[src/rtl/decode_stage_if.sv]
// Signal bundle between IF/ID, writeback and the decode stage's ID/EX outputs.
// The slave modport is the decode stage; master is the surrounding pipeline.
interface decode_stage_if;
    localparam int unsigned DATA_W = 32;
    localparam int unsigned REG_W  = 5;

    logic [DATA_W-1:0] instruction;
    logic [DATA_W-1:0] pc_plus4;
    logic              if_valid;
    logic              flush;
    logic              wb_reg_write;
    logic [REG_W-1:0]  wb_write_reg;
    logic [DATA_W-1:0] wb_write_data;

    logic              stall;
    logic              id_valid;
    logic [DATA_W-1:0] read_data_1;
    logic [DATA_W-1:0] read_data_2;
    logic [DATA_W-1:0] extended_offset;
    logic [DATA_W-1:0] old_address;
    logic [1:0]        ALU_op;
    logic              ALU_src;
    logic              reg_write;
    logic              mem_read;
    logic              mem_write;
    logic              mem_to_reg;
    logic              branch;
    logic [REG_W-1:0]  write_reg;
    logic              illegal;

    modport master (
        output instruction, pc_plus4, if_valid, flush,
               wb_reg_write, wb_write_reg, wb_write_data,
        input  stall, id_valid, read_data_1, read_data_2, extended_offset,
               old_address, ALU_op, ALU_src, reg_write, mem_read, mem_write,
               mem_to_reg, branch, write_reg, illegal
    );

    modport slave (
        input  instruction, pc_plus4, if_valid, flush,
               wb_reg_write, wb_write_reg, wb_write_data,
        output stall, id_valid, read_data_1, read_data_2, extended_offset,
               old_address, ALU_op, ALU_src, reg_write, mem_read, mem_write,
               mem_to_reg, branch, write_reg, illegal
    );
endinterface

[src/rtl/decode_stage.sv]
// MIPS instruction-decode stage: register file, control decode, ID/EX register.
// Define DECODE_HAZARD_EN to enable load-use stall and bubble insertion.
module decode_stage (
    input  logic           clk,
    input  logic           rst,
    decode_stage_if.slave  bus
);
    localparam int unsigned DATA_W   = 32;
    localparam int unsigned REG_W    = 5;
    localparam int unsigned NUM_REGS = 32;

    localparam logic [5:0] OP_RTYPE = 6'b000000;
    localparam logic [5:0] OP_LW    = 6'b100011;
    localparam logic [5:0] OP_SW    = 6'b101011;
    localparam logic [5:0] OP_BEQ   = 6'b000100;
    localparam logic [5:0] OP_ADDI  = 6'b001000;

    typedef struct packed {
        logic              valid;
        logic [DATA_W-1:0] rd1;
        logic [DATA_W-1:0] rd2;
        logic [DATA_W-1:0] ext;
        logic [DATA_W-1:0] old_addr;
        logic [1:0]        alu_op;
        logic              alu_src;
        logic              reg_write;
        logic              mem_read;
        logic              mem_write;
        logic              mem_to_reg;
        logic              branch;
        logic [REG_W-1:0]  write_reg;
    } idex_t;

    logic [DATA_W-1:0] r_regs [NUM_REGS];
    idex_t             r_idex;
    idex_t             w_idex_nxt;
    idex_t             w_dec;
    logic              r_illegal;
    logic              w_illegal_nxt;
    logic [5:0]        w_opcode;
    logic [REG_W-1:0]  w_rs;
    logic [REG_W-1:0]  w_rt;
    logic [REG_W-1:0]  w_rd;
    logic [DATA_W-1:0] w_rs_data;
    logic [DATA_W-1:0] w_rt_data;
    logic              w_known;
    logic              w_stall;

    assign w_opcode = bus.instruction[31:26];
    assign w_rs     = bus.instruction[25:21];
    assign w_rt     = bus.instruction[20:16];
    assign w_rd     = bus.instruction[15:11];

    // Register reads with same-cycle writeback bypass; $0 is hardwired zero.
    always_comb begin
        w_rs_data = r_regs[w_rs];
        w_rt_data = r_regs[w_rt];
        if (w_rs == '0)
            w_rs_data = '0;
        else if (bus.wb_reg_write && (bus.wb_write_reg == w_rs))
            w_rs_data = bus.wb_write_data;
        if (w_rt == '0)
            w_rt_data = '0;
        else if (bus.wb_reg_write && (bus.wb_write_reg == w_rt))
            w_rt_data = bus.wb_write_data;
    end

    always_comb begin
        w_dec           = '0;
        w_known         = 1'b1;
        w_dec.valid     = 1'b1;
        w_dec.rd1       = w_rs_data;
        w_dec.rd2       = w_rt_data;
        w_dec.ext       = {{16{bus.instruction[15]}}, bus.instruction[15:0]};
        w_dec.old_addr  = bus.pc_plus4;
        w_dec.write_reg = w_rt;
        case (w_opcode)
            OP_RTYPE: begin
                w_dec.alu_op    = 2'b10;
                w_dec.reg_write = 1'b1;
                w_dec.write_reg = w_rd;
            end
            OP_LW: begin
                w_dec.alu_src    = 1'b1;
                w_dec.mem_read   = 1'b1;
                w_dec.mem_to_reg = 1'b1;
                w_dec.reg_write  = 1'b1;
            end
            OP_SW: begin
                w_dec.alu_src   = 1'b1;
                w_dec.mem_write = 1'b1;
            end
            OP_BEQ: begin
                w_dec.alu_op = 2'b01;
                w_dec.branch = 1'b1;
            end
            OP_ADDI: begin
                w_dec.alu_src   = 1'b1;
                w_dec.reg_write = 1'b1;
            end
            default: w_known = 1'b0;
        endcase
    end

`ifdef DECODE_HAZARD_EN
    logic w_uses_rt;
    assign w_uses_rt = (w_opcode == OP_RTYPE) || (w_opcode == OP_SW) || (w_opcode == OP_BEQ);
    // Load in ID/EX whose destination is a source of the instruction in decode.
    assign w_stall = !rst && !bus.flush && bus.if_valid
                   && r_idex.valid && r_idex.mem_read && (r_idex.write_reg != '0)
                   && ((r_idex.write_reg == w_rs) || ((r_idex.write_reg == w_rt) && w_uses_rt));
`else
    assign w_stall = 1'b0;
`endif

    always_comb begin
        w_idex_nxt    = '0;
        w_illegal_nxt = r_illegal;
        if (bus.if_valid && !bus.flush && !w_known)
            w_illegal_nxt = 1'b1;
        if (bus.if_valid && !bus.flush && !w_stall && w_known)
            w_idex_nxt = w_dec;
    end

    always_ff @(posedge clk) begin
        if (rst) begin
            r_idex    <= '0;
            r_illegal <= 1'b0;
        end else begin
            r_idex    <= w_idex_nxt;
            r_illegal <= w_illegal_nxt;
        end
    end

    always_ff @(posedge clk) begin
        if (rst) begin
            for (int i = 0; i < int'(NUM_REGS); i++)
                r_regs[i] <= '0;
        end else if (bus.wb_reg_write && (bus.wb_write_reg != '0)) begin
            r_regs[bus.wb_write_reg] <= bus.wb_write_data;
        end
    end

    assign bus.stall           = w_stall;
    assign bus.id_valid        = r_idex.valid;
    assign bus.read_data_1     = r_idex.rd1;
    assign bus.read_data_2     = r_idex.rd2;
    assign bus.extended_offset = r_idex.ext;
    assign bus.old_address     = r_idex.old_addr;
    assign bus.ALU_op          = r_idex.alu_op;
    assign bus.ALU_src         = r_idex.alu_src;
    assign bus.reg_write       = r_idex.reg_write;
    assign bus.mem_read        = r_idex.mem_read;
    assign bus.mem_write       = r_idex.mem_write;
    assign bus.mem_to_reg      = r_idex.mem_to_reg;
    assign bus.branch          = r_idex.branch;
    assign bus.write_reg       = r_idex.write_reg;
    assign bus.illegal         = r_illegal;
endmodule

[src/flat_wrapper.sv]
// flat-port wrapper written by rule: the top's interface ports become plain ports
module decode_stage_flat 
  (clk, rst, bus_instruction, bus_pc_plus4, bus_if_valid, bus_flush, bus_wb_reg_write, bus_wb_write_reg, bus_wb_write_data, bus_stall, bus_id_valid, bus_read_data_1, bus_read_data_2, bus_extended_offset, bus_old_address, bus_ALU_op, bus_ALU_src, bus_reg_write, bus_mem_read, bus_mem_write, bus_mem_to_reg, bus_branch, bus_write_reg, bus_illegal);
  decode_stage_if bus_i ();
  input  logic clk;
  input  logic rst;
  input wire logic [$bits(bus_i.instruction)-1:0] bus_instruction;
  input wire logic [$bits(bus_i.pc_plus4)-1:0] bus_pc_plus4;
  input wire logic [$bits(bus_i.if_valid)-1:0] bus_if_valid;
  input wire logic [$bits(bus_i.flush)-1:0] bus_flush;
  input wire logic [$bits(bus_i.wb_reg_write)-1:0] bus_wb_reg_write;
  input wire logic [$bits(bus_i.wb_write_reg)-1:0] bus_wb_write_reg;
  input wire logic [$bits(bus_i.wb_write_data)-1:0] bus_wb_write_data;
  output wire logic [$bits(bus_i.stall)-1:0] bus_stall;
  output wire logic [$bits(bus_i.id_valid)-1:0] bus_id_valid;
  output wire logic [$bits(bus_i.read_data_1)-1:0] bus_read_data_1;
  output wire logic [$bits(bus_i.read_data_2)-1:0] bus_read_data_2;
  output wire logic [$bits(bus_i.extended_offset)-1:0] bus_extended_offset;
  output wire logic [$bits(bus_i.old_address)-1:0] bus_old_address;
  output wire logic [$bits(bus_i.ALU_op)-1:0] bus_ALU_op;
  output wire logic [$bits(bus_i.ALU_src)-1:0] bus_ALU_src;
  output wire logic [$bits(bus_i.reg_write)-1:0] bus_reg_write;
  output wire logic [$bits(bus_i.mem_read)-1:0] bus_mem_read;
  output wire logic [$bits(bus_i.mem_write)-1:0] bus_mem_write;
  output wire logic [$bits(bus_i.mem_to_reg)-1:0] bus_mem_to_reg;
  output wire logic [$bits(bus_i.branch)-1:0] bus_branch;
  output wire logic [$bits(bus_i.write_reg)-1:0] bus_write_reg;
  output wire logic [$bits(bus_i.illegal)-1:0] bus_illegal;
  assign bus_i.instruction = bus_instruction;
  assign bus_i.pc_plus4 = bus_pc_plus4;
  assign bus_i.if_valid = bus_if_valid;
  assign bus_i.flush = bus_flush;
  assign bus_i.wb_reg_write = bus_wb_reg_write;
  assign bus_i.wb_write_reg = bus_wb_write_reg;
  assign bus_i.wb_write_data = bus_wb_write_data;
  assign bus_stall = bus_i.stall;
  assign bus_id_valid = bus_i.id_valid;
  assign bus_read_data_1 = bus_i.read_data_1;
  assign bus_read_data_2 = bus_i.read_data_2;
  assign bus_extended_offset = bus_i.extended_offset;
  assign bus_old_address = bus_i.old_address;
  assign bus_ALU_op = bus_i.ALU_op;
  assign bus_ALU_src = bus_i.ALU_src;
  assign bus_reg_write = bus_i.reg_write;
  assign bus_mem_read = bus_i.mem_read;
  assign bus_mem_write = bus_i.mem_write;
  assign bus_mem_to_reg = bus_i.mem_to_reg;
  assign bus_branch = bus_i.branch;
  assign bus_write_reg = bus_i.write_reg;
  assign bus_illegal = bus_i.illegal;
  decode_stage u_core (.clk(clk), .rst(rst), .bus(bus_i));
endmodule
[config.mk]
export PLATFORM = sky130hd
export DESIGN_NAME = decode_stage_flat
export DESIGN_NICKNAME = d
export VERILOG_FILES = /design/src/rtl/decode_stage_if.sv /design/src/rtl/decode_stage.sv /design/src/flat_wrapper.sv
export SDC_FILE = /design/constraint.sdc
export NUM_CORES = 2
export LEC_CHECK = 0
export CORE_MARGIN = 4
export CORE_UTILIZATION = 42
export CTS_CLUSTER_SIZE = 14
export DETAILED_ROUTE_END_ITERATION = 8
export HOLD_SLACK_MARGIN = 0.1
export PLACE_DENSITY = 0.59
export SLEW_MARGIN = 20
export SYNTH_ARGS = -nofsm -noshare
export SYNTH_HDL_FRONTEND = slang
export SYNTH_SLANG_ARGS = --single-unit
[constraint.sdc]
create_clock -name clk -period 3.1 [get_ports clk]
set_input_delay 0.775 -clock clk [delete_from_list [all_inputs] [get_ports clk]]
set_output_delay 0.775 -clock clk [all_outputs]
set_load 0.05 [all_outputs]
======== Word-level counts from Yosys, hierarchy flattened ========
Memory sizes are Yosys's and may differ from the RTL's.
Index checks and enable logic that the tools add are counted.
storage, ports and cells
  input port bits ......................... 106
  memories ................................ 1
  memory bits (writable) .................. 1024
  flip-flop bits (word level) ............. 126
operators by class
  bitwise gates (word level) .............. 1
  equality and inequality tests ........... 6
  reduce and logical (&&, ||, !) cells .... 19
  multiplexer cells ....................... 21
memory list
  name           depth  bits a word  read ports  clocked after Yosys merged registers in  wr ports  RTL line            source
  u_core.r_regs  32     32           2           0                                        32        decode_stage.sv:34  logic [DATA_W-1:0] r_regs [NUM_REGS];
operator list
  cell                                                 count
  2-to-1 mux 32 bit                                    5
  2-to-1 mux 142 bit                                   1
  OR reduction 32 bit                                  1
  equality test 6 bit, second input constant           2
  2-to-1 mux 1 bit                                     12
  OR reduction 3 bit                                   4
  equality test 5 bit                                  2
  zero test 5 bit                                      2
  2-to-1 mux 5 bit                                     2
  equality test 6 x 3 -> 1 bit, second input constant  1
  equality test 6 x 4 -> 1 bit, second input constant  1
  logical AND 1 bit                                    6
  zero test 6 bit                                      1
  nonzero test 5 bit                                   1
  OR reduction 5 bit                                   1
  one-hot mux 2 bit (2 select lines)                   1
  zero test 1 bit                                      2
  OR reduction 2 bit                                   1
  NOT 1 bit                                            1

======== Depth between registers and ports, before layout ========
  depth in word-level cells ............... 7
  gate-level depth with buffers ........... 9
  mapped depth without buffers ............ 5

======== Worst setup path after synthesis ========
OpenSTA, ideal clock, no wires.
  path kind ............................... input to register
  from .................................... input rst
  to ...................................... memory u_core.r_regs[20][0], enable pin
  buffers on the path ..................... 1
  arrival time ............................ 2303 ps
  path slack .............................. 423 ps
  stages on the path ...................... 5
  library setup time ...................... 375 ps
  path through ............................ clkbuf_1 nor2b_1 nand4b_1 nor3_1 or2_2
RTL lines
  item             RTL line            source
  start, declared  flat_wrapper.sv:6   input logic rst;
  end, declared    decode_stage.sv:34

======== Worst setup path in the final report ========
  from .................................... register u_core.r_idex, in the netlist u_core.bus.read_data_2[20]
  to ...................................... output bus_read_data_2[20]
RTL lines
  item                    RTL line             source
  start, declared         decode_stage.sv:35   idex_t r_idex;
  start signal, assigned  decode_stage.sv:130  r_idex <= w_idex_nxt;
  end, declared           flat_wrapper.sv:17   output wire logic [$bits(bus_i.read_data_2)-1:0] bus_read_data_2;
No word-level cell between the ends.

==> results.cfg <==
[sta]
finClkSkew_ns = 0.03072
setup_viol = 0
rsz0062_at_grt = false
worst_slew_pin_slew_ns = 1.052
clock.fmax_mhz = 337.4
fin_crit_ns = 2.964
relSlewSlack = 0.2990
drv_slew = 0
period_share = 0.9560
fin_setup_tns_ns = 0
hold_violations = 0

[yosys]
yosysSeqAreaShare = 0.5708
yosysTopAreaCell = edfxtp_1
yosysWarnings = 0
synth.most_common_cell = and2_1
synth-edff-count = 1024
syn_inst = 3975
synthTopCellsByArea = edfxtp_1 53%, mux4_2 15%, and2_1 11%
synth-seq-cells = 1149
synth_top_area_frac = 0.5279
async_flop_share = 0
synthFlopType = edfxtp_1
netlist_area_um2 = 58250
syn_avg_cell_area_um2 = 14.65
yosys.cell_types.count = 58
yosys-top-cells-count = 1041 x and2_1, 1024 x edfxtp_1, 386 x mux4_2, 291 x clkbuf_1, 285 x mux2i_1

[outcome]
status = finished, final reports clean

[clock_tree]
root_buffer = clkbuf_16
cts_setup_buffers = 0
cts_num_sinks = 1149
worstSkewPairLatency_ns = 0.76
cts_hold_buf = 0
cts_tree = built
h-tree-depth = 4
cts.clk_slew.worst_paths_ns = 0.06
cts_made_buffers = 131
cts_max_path_buffers = 3

[layout]
regMostFlops = u_core.r_regs
drive_above_1_share = 0.2308
nets = 4393
postLayoutCellArea_um2 = 69270
areaGrowthSynthToFinish_pct = 18.91
largest_reg_flops = 1024
fin_util = 0.5032

[die]
core_area_um2 = 137700
fp.dieW_um = 380.4
row_count = 136
pin_count = 250
initial_core_util = 0.4232
dieArea_um2 = 144700
die_h_um = 380.4

[drt]
ant_nets = 0
drt_iter0_markers = 4437
wl_per_cell_um = 31.62
vias_per_cell = 6.055
drt-pass1-iter-count = 6
drc_errors = 0
routed_wirelength_um = 195500
num_vias = 37420

[power]
p_leak_nw = 24.70
pwr_density_cell_nw_per_um2 = 543.5
totalPowerFinal_w = 0.03765
peakVddDrop_uv = 596.3

[global_route]
grt_pass1_vias = 37810
antenna_found_initial = 6
grt_max_degree = 66
grt_pass1_wl_um = 278300
grtUsageTotal = 0.2670
gr-total-overflow = 0

[setup_path]
cp-startpoint = u_core.bus.read_data_2[20]
crit_cells = 1
r2r_setup_slack_ns = 1.03
required_ns = 2.32
cp_max_fo = 1
cp-end-kind = output port
r2r_start = u_core.r_regs[8][9]
r2r-end = u_core.bus.read_data_2[9]
r2r_cells = 4
crit_type = reg2out
crit_chain = clkdlybuf4s50_1
critPathCapture = bus_read_data_2[20]
slowest_stage = clkdlybuf4s50_1
critPathArrivalTime_ns = 2.19
cp_top_family = buffers and inverters
path_buf_inv = 1
start_kind = flop
max_stage_delay_ns = 0.89

[placement]
dpl.hpwl_um = 126200
place_area_um2 = 65100
place.gp.congestion = 0.8872
portBuffers = 248

[flow_run]
drv_cap = 0

[min_path]
hold_path.class = reg2reg
[layout by cell type (no fill, tap or decap), drive strengths merged, types with 33 or more instances in the layout]
cell type and n:
a211oi 64, a221oi 62, a22oi 94, and2 1042, buf 348, clkbuf 169
clkdlybuf4s50 220, clkinv 49, conb 33, dfxtp 125, edfxtp 1024, mux2i 285
mux4 386, nor2 76, o21ai 65, o22ai 33
[worst min path at each step]
stage	from	to	slack, ns	cells past startpoint
2_1_floorplan	u_core.bus.illegal	u_core.bus.illegal	0.66	2
3_3_place_gp	u_core.bus.illegal	u_core.bus.illegal	0.43	2
3_5_place_dp	u_core.bus.illegal	u_core.bus.illegal	0.44	2
4_1_cts	u_core.bus.illegal	u_core.bus.illegal	0.45	2
5_1_grt	u_core.bus.illegal	u_core.bus.illegal	0.49	2
6_report	u_core.bus.illegal	u_core.bus.illegal	0.45	2
[where the power goes]
group,switching [W],internal (W),total [W],leakage [nW]
logic,0.00241,0.00188,0.00428,11.9
registers,0.000387,0.0176,0.0180,10.8
clock network,0.00637,0.00900,0.0154,2.07
total,0.00916,0.0285,0.0376,24.7
[layer usage]
| metal | vias up | share of wire | GRT usage | wire, um |
|---|---|---|---|---|
| met5 | - | 0.000067 | 0 | 13 |
| met4 | 2 | 0.028 | 0.07945 | 5470 |
| met3 | 292 | 0.091 | 0.06049 | 17830 |
| met2 | 1776 | 0.48 | 0.4292 | 93120 |
| met1 | 19490 | 0.40 | 0.3643 | 79030 |
| li1 | 15870 | - | - | - |
[stage by stage]
step,hold WS [ns],worst slack (ns),cells
5_1_grt,0.4896,0.09234,6178
6_report,0.4461,0.1365,6181
3_5_place_dp,0.4368,-0.2277,5948
2_1_floorplan,0.6631,0.4228,4007
4_1_cts,0.4458,0.05583,6178
3_3_place_gp,0.4327,-0.1998,5948
[cells by family (layout without fill, tap and decap cells)]
logic type | count (synthesis) | in the layout | synth area share
buffers and inverters | 443 | 820 | 0.03615
muxes | 673 | 673 | 0.1986
AOI/OAI and AO/OA | 488 | 488 | 0.06566
other | 1 | 36 | 0.00006438
xor gates and xnor gates | 10 | 10 | 0.001503
and+or+nand+nor | 1211 | 1211 | 0.1272
DFF | 1149 | 1149 | 0.5708
[timing repair]
action / 4_1_cts / 5_1_grt
hold endpoints to repair: 0 / 0
setup endpoints to repair: 17 / 1
gates resized for setup: 17 / 1
[cell type report]
cell class | count | area (um^2)
clock inverters | 61 | 506.7
multi-input cells | 2415 | 23330
diodes | 3 | 7.507
clock buffers | 169 | 3676
flip-flops and latches | 1149 | 33250
inverters | 4 | 15.01
repair buffers | 586 | 6237
fillers | 11420 | 68390
well taps | 1794 | 2245
Power figures use the tool's default switching activity.
